[src/rtl/bram_read_arbiter_pkg.sv]
// Shared constants and types for the banked BRAM read arbiter.
// Bank count, requester ID width and the pipeline tag carried alongside each read.
package bram_read_arbiter_pkg;

    localparam int SELECT      = 2;
    localparam int NUM_BANKS   = 1 << SELECT;
    localparam int REQ_ID_W    = 2;
    localparam int ARB_N       = 4;
    localparam int BANK_ADDR_W = 10;

    typedef struct packed {
        logic                vld;
        logic [REQ_ID_W-1:0] id;
        logic [SELECT-1:0]   bank;
    } pipe_tag_t;

    function automatic logic [NUM_BANKS-1:0] bank_onehot(input logic [SELECT-1:0] bank);
        return NUM_BANKS'(1) << bank;
    endfunction

endpackage

[src/rtl/bram_read_arbiter_rr_arbiter.sv]
// 4-way round-robin arbiter: one-hot grant of the first request at or after the pointer.
// Latency: grant is combinational; pointer advances past the winner on accept.
// Backpressure: grant is held (not accepted) until the caller signals accept.
module rr_arbiter
    import bram_read_arbiter_pkg::*;
(
    input  logic                clk,
    input  logic                rst,
    input  logic [ARB_N-1:0]    req,
    input  logic                accept,
    output logic [ARB_N-1:0]    grant,
    output logic [REQ_ID_W-1:0] grant_id
);

    logic [REQ_ID_W-1:0] rr_ptr_q;
    logic [REQ_ID_W-1:0] rr_ptr_d;
    logic [REQ_ID_W-1:0] idx;
    logic                found;

    always_comb begin
        grant    = '0;
        grant_id = '0;
        found    = 1'b0;
        idx      = '0;
        for (int k = 0; k < ARB_N; k++) begin
            idx = rr_ptr_q + REQ_ID_W'(k);
            if (!found && req[idx]) begin
                found     = 1'b1;
                grant[idx] = 1'b1;
                grant_id  = idx;
            end
        end
        // No grant may be offered while the block is held in reset.
        if (rst) begin
            grant    = '0;
            grant_id = '0;
        end
    end

    always_comb begin
        rr_ptr_d = rr_ptr_q;
        if (accept) begin
            rr_ptr_d = grant_id + REQ_ID_W'(1);
        end
    end

    always_ff @(posedge clk) begin
        if (rst) begin
            rr_ptr_q <= '0;
        end else begin
            rr_ptr_q <= rr_ptr_d;
        end
    end

endmodule

[src/rtl/bram_read_arbiter.sv]
// Round-robin read scheduler for four banked BRAMs; optional response register via BRAM_ARB_RSP_REG_EN.
// Latency: accept edge to response is 2 cycles (3 with BRAM_ARB_RSP_REG_EN).
// Backpressure: requests wait for req_ready; responses are never stalled.
module bram_read_arbiter
    import bram_read_arbiter_pkg::*;
#(
    parameter int ADDR_WIDTH = 12,
    parameter int DATA_WIDTH = 8,
    parameter int NUM_REQ    = 4
)
(
    input  logic                           clk,
    input  logic                           rst,
    input  logic [NUM_REQ-1:0]             req_valid,
    input  logic [NUM_REQ*ADDR_WIDTH-1:0]  req_addr,
    output logic [NUM_REQ-1:0]             req_ready,
    output logic [NUM_BANKS-1:0]           bram_en,
    output logic [ADDR_WIDTH-SELECT-1:0]   bram_addr,
    output logic [SELECT-1:0]              sel,
    input  logic [DATA_WIDTH-1:0]          rdata_in,
    output logic                           rsp_valid,
    output logic [REQ_ID_W-1:0]            rsp_id,
    output logic [DATA_WIDTH-1:0]          rsp_data
);

    localparam int WORD_W = ADDR_WIDTH - SELECT;

    logic [NUM_REQ-1:0]    grant;
    logic [REQ_ID_W-1:0]   grant_id;
    logic                  accept;
    logic [ADDR_WIDTH-1:0] win_addr;
    logic [SELECT-1:0]     win_bank;
    logic [WORD_W-1:0]     win_word;

    rr_arbiter u_rr_arbiter (
        .clk      (clk),
        .rst      (rst),
        .req      (req_valid),
        .accept   (accept),
        .grant    (grant),
        .grant_id (grant_id)
    );

    assign req_ready = grant;
    assign accept    = |(req_valid & grant);

    always_comb begin
        win_addr = '0;
        for (int i = 0; i < NUM_REQ; i++) begin
            if (grant_id == REQ_ID_W'(i)) begin
                win_addr = req_addr[i*ADDR_WIDTH +: ADDR_WIDTH];
            end
        end
    end

    assign win_bank = win_addr[ADDR_WIDTH-1 -: SELECT];
    assign win_word = win_addr[WORD_W-1:0];

    // Stage 1 drives the banks; stage 2 lines the mux select up with read data.
    logic [NUM_BANKS-1:0] bram_en_q;
    logic [NUM_BANKS-1:0] bram_en_d;
    logic [WORD_W-1:0]    bram_addr_q;
    logic [WORD_W-1:0]    bram_addr_d;
    pipe_tag_t            s1_q;
    pipe_tag_t            s1_d;
    pipe_tag_t            s2_q;
    pipe_tag_t            s2_d;

    always_comb begin
        bram_en_d   = '0;
        bram_addr_d = bram_addr_q;
        s1_d.vld    = accept;
        s1_d.id     = grant_id;
        s1_d.bank   = win_bank;
        if (accept) begin
            bram_en_d   = bank_onehot(win_bank);
            bram_addr_d = win_word;
        end
        s2_d = s1_q;
    end

    always_ff @(posedge clk) begin
        if (rst) begin
            bram_en_q   <= '0;
            bram_addr_q <= '0;
            s1_q        <= '0;
            s2_q        <= '0;
        end else begin
            bram_en_q   <= bram_en_d;
            bram_addr_q <= bram_addr_d;
            s1_q        <= s1_d;
            s2_q        <= s2_d;
        end
    end

    assign bram_en   = bram_en_q;
    assign bram_addr = bram_addr_q;
    assign sel       = s2_q.bank;

`ifdef BRAM_ARB_RSP_REG_EN
    logic                  rsp_vld_q;
    logic                  rsp_vld_d;
    logic [REQ_ID_W-1:0]   rsp_id_q;
    logic [REQ_ID_W-1:0]   rsp_id_d;
    logic [DATA_WIDTH-1:0] rsp_data_q;
    logic [DATA_WIDTH-1:0] rsp_data_d;

    always_comb begin
        rsp_vld_d  = s2_q.vld;
        rsp_id_d   = s2_q.id;
        rsp_data_d = rdata_in;
    end

    always_ff @(posedge clk) begin
        if (rst) begin
            rsp_vld_q  <= 1'b0;
            rsp_id_q   <= '0;
            rsp_data_q <= '0;
        end else begin
            rsp_vld_q  <= rsp_vld_d;
            rsp_id_q   <= rsp_id_d;
            rsp_data_q <= rsp_data_d;
        end
    end

    assign rsp_valid = rsp_vld_q;
    assign rsp_id    = rsp_id_q;
    assign rsp_data  = rsp_data_q;
`else
    assign rsp_valid = s2_q.vld;
    assign rsp_id    = s2_q.id;
    assign rsp_data  = rdata_in;
`endif

endmodule

[config.mk]
export PLATFORM = sky130hd
export DESIGN_NAME = bram_read_arbiter
export DESIGN_NICKNAME = d
export VERILOG_FILES = /design/src/rtl/bram_read_arbiter_pkg.sv /design/src/rtl/bram_read_arbiter_rr_arbiter.sv /design/src/rtl/bram_read_arbiter.sv
export SDC_FILE = /design/constraint.sdc
export NUM_CORES = 1
export LEC_CHECK = 0
export ABC_AREA = 1
export BUFFER_PORTS_ARGS = -buffer_cell sky130_fd_sc_hd__buf_2
export CAP_MARGIN = 25
export CELL_PAD_IN_SITES_DETAIL_PLACEMENT = 2
export CELL_PAD_IN_SITES_GLOBAL_PLACEMENT = 2
export CORE_MARGIN = 2
export CORE_UTILIZATION = 24
export CTS_BUF_LIST = sky130_fd_sc_hd__clkbuf_4
export DETAILED_ROUTE_END_ITERATION = 10
export PLACE_DENSITY_LB_ADDON = 0.1
export REMOVE_ABC_BUFFERS = 1
export SYNTH_ARGS = -nofsm -noshare
export SYNTH_HDL_FRONTEND = slang
export SYNTH_SLANG_ARGS = --single-unit
[constraint.sdc]
create_clock -name clk -period 4.3 [get_ports clk]
set_input_delay 0.645 -clock clk [delete_from_list [all_inputs] [get_ports clk]]
set_output_delay 0.645 -clock clk [all_outputs]
set_load 0.005 [all_outputs]
==> results.toml <==
[sta]
skew_ns = 0.00110
slew_headroom_pct = 52.1
setup_viol = 0
fin_crit_ns = 3.76
finalHoldWorstSlack_ns = 0.419
fin_crit_sh_pct = 87.5
tns_ns = 0
max_freq_ghz = 0.266
rsz0062_at_grt = "no"
hold_viol = 0
drv_slew = 0
worst_pin_slew_ns = 0.718

[clock_tree]
cts_root_buffer = "clkbuf_4"
cts_buffers = 3
clk_path_buf_depth = 2
clock-sinks = 26
cts_tree = "yes"
htree_levels = 1
post_cts_buffers = 0
clkTransAtPathRegs_ns = 0.14
clk_latency_ns = 0.32

[yosys]
synth_cell_types = 26
yosys.area.top_type = "dfxtp_1"
synth_top_area_share_pct = 26.4
syn_area_per_cell_um2 = 6.50
synth_area_mm2 = 0.00197
synthTopCellsByArea = "dfxtp_1 (26%), nand2_1 (14%), ha_1 (7.6%), nor2_1 (6.9%), o21ai_0 (6.6%)"
synth_cells = 303
yosys_warnings = 0
yosysSeqAreaShare_pct = 26.4
yosys_register_bits = 26

[floorplanning]
die_area_mm2 = 0.00895
top_level_ports = 93
die_h_um = 94.6
std_cell_rows = 33
core-area_mm2 = 0.00809
die_x_um = 94.6
initial_core_util_pct = 24.4

[worst_setup_path]
crit_path_max_fanout = 13
worst-setup-path-type = "flop to flop"
cp-end-kind = "flop"
worstPathArrival_ns = 3.99
required_ns = 4.53
cp-start-kind = "flop"

[global_routing]
grt-ovfl-total = 0
grtUsageTotal_pct = 15.6
grt_max_degree = 23
grt_pass1_vias = 2223
grt_pass1_wl_mm = 10.8
antenna_found_initial = 0

[worst_hold_path]
hp-class = "flop to flop"

[detailed_routing]
drc = 0
routedWlPerCell_um = 14.7
dr.first_iter.drc_count = 25
ant_nets = 0
vias = 2120
routed_wl_mm = 6.89
first_pass_iters = 4
vias_per_cell = 4.51

[pwr]
design_power_total_w = 0.00181
powerDensity_mw_per_mm2 = 759
seqPwrFrac_pct = 21.3
vdd_drop_max_mv = 0.242
combPwrFrac_pct = 72.9
p_clk_share_pct = 5.8
netSwitchingFraction_pct = 54.6
p_switching_w = 0.000988
internal_power_w = 0.000821
p_leak_nw = 1.31

[layout]
nNetsFinal = 440
area_delta_synth_final_pct = 21.0
drive_gt1_share_pct = 29.9
final_cell_area_mm2 = 0.00238
final_common_cell = "buf_2"
fill_cells = 1059
final_cell_mix = "buf_2 (76), nand2_1 (72), nor2_1 (36)"
diodes = 0

[run]
cap_violations = 0

[placed_design]
dp_hpwl_mm = 5.88
port_buffers = 76
placed_area_mm2 = 0.00236
place_congestion = 0.922

[run_status]
status = "complete, no violations"
-- per-layer routing --
metal	global-route usage [%]	wire [um]	vias up
met5	0	0	-
met4	1.69	48	0
met3	3.35	323	4
met2	32.0	3840	59
met1	16.4	2680	992
li1	-	-	1065
-- worst max-delay path, stage by stage, from the launching register on --
cell,delay [ns]
dfxtp_1,0.52
inv_1,0.24
ha_1,0.42
inv_1,0.13
nand3_1,0.10
nand2_2,0.10
nand2_2,0.09
nor2_1,0.15
nand2_1,0.09
nand4_1,0.08
nand3_1,0.17
inv_1,0.16
ha_1,0.48
inv_1,0.30
o21ai_0,0.28
o21ai_0,0.14
nor2_1,0.14
nor2_1,0.07
-- final timing paths --
kind	start	endpoint	slack (ns)	depth (start not counted)
min reg2reg	s1_q[0]	sel[0]	0.42	2
max reg2reg	u_rr_arbiter.rr_ptr_q[1]	bram_addr[7]	0.54	17
max	u_rr_arbiter.rr_ptr_q[1]	bram_addr[7]	0.54	17
min	s1_q[0]	sel[0]	0.42	2
-- layout make-up --
class	count	area, um2	share of cell area, %
clock buffer	3	22.5	0.944
clock inverter	1	3.75	0.157
inverter	37	144	6.03
multi-input combinational	220	1170	48.9
sequential	26	522	21.9
tap	105	131	5.51
timing repair buffer	78	395	16.6
-- power groups by stage --
stage	Sequential [W]	Clock, W	Combinational, W
finish	0.000386	0.000105	0.00132
global route	0.000399	0.000122	0.00153
detailed placement	0.000393	0	0.00136
floorplan	0.000388	0	0.000911
CTS	0.000387	0.000111	0.00137
global placement	0.000388	0	0.00134
-- kinds of logic after synthesis --
family / after synthesis / share of synthesized area (%)
compound gates: 46 / 12.4
xor+xnor: 1 / 0.445
fa+ha+maj: 12 / 7.62
buf+inv: 57 / 14.4
flops: 26 / 26.4
simple gates: 161 / 38.7
-- Yosys cell counts --
library cell and number:
buf_6 3, o21ai_0 26, inv_1 33, nand2_4 4
nand3_1 24, nand4_1 5, o21a_1 2, inv_2 2
buf_4 8, inv_6 1, xor2_1 1, a21boi_1 2
buf_2 1, a21boi_0 2, a21oi_1 14, nor2_4 4
nand3_2 1, nor2_1 36, buf_8 1, nand3_4 1
nand2_2 14, dfxtp_1 26, clkbuf_1 7, clkinv_1 1
nand2_1 72, ha_1 12
-- sequential cells by signal (all words and copies together), names as in the netlist --
signal                 cells
bram_addr                 10
s1_q                       5
bram_en                    4
rsp_id                     2
sel                        2
u_rr_arbiter.rr_ptr_q      2
rsp_valid                  1
-- timing repair --
item / in CTS / in global routing
hold buffers: 0 / 0
resized for setup: 0 / 1
endpoints found under the setup margin: 0 / 1
-- metrics by stage --
step	util, %	std cells	worst slack (ns)
global placement	29.1	466	0.650
floorplan	-	283	1.09
CTS	29.5	470	0.373
detailed placement	29.1	466	0.433
global route	29.5	470	0.0480
finish	29.5	470	0.538
(Power assumes the default switching activity.)
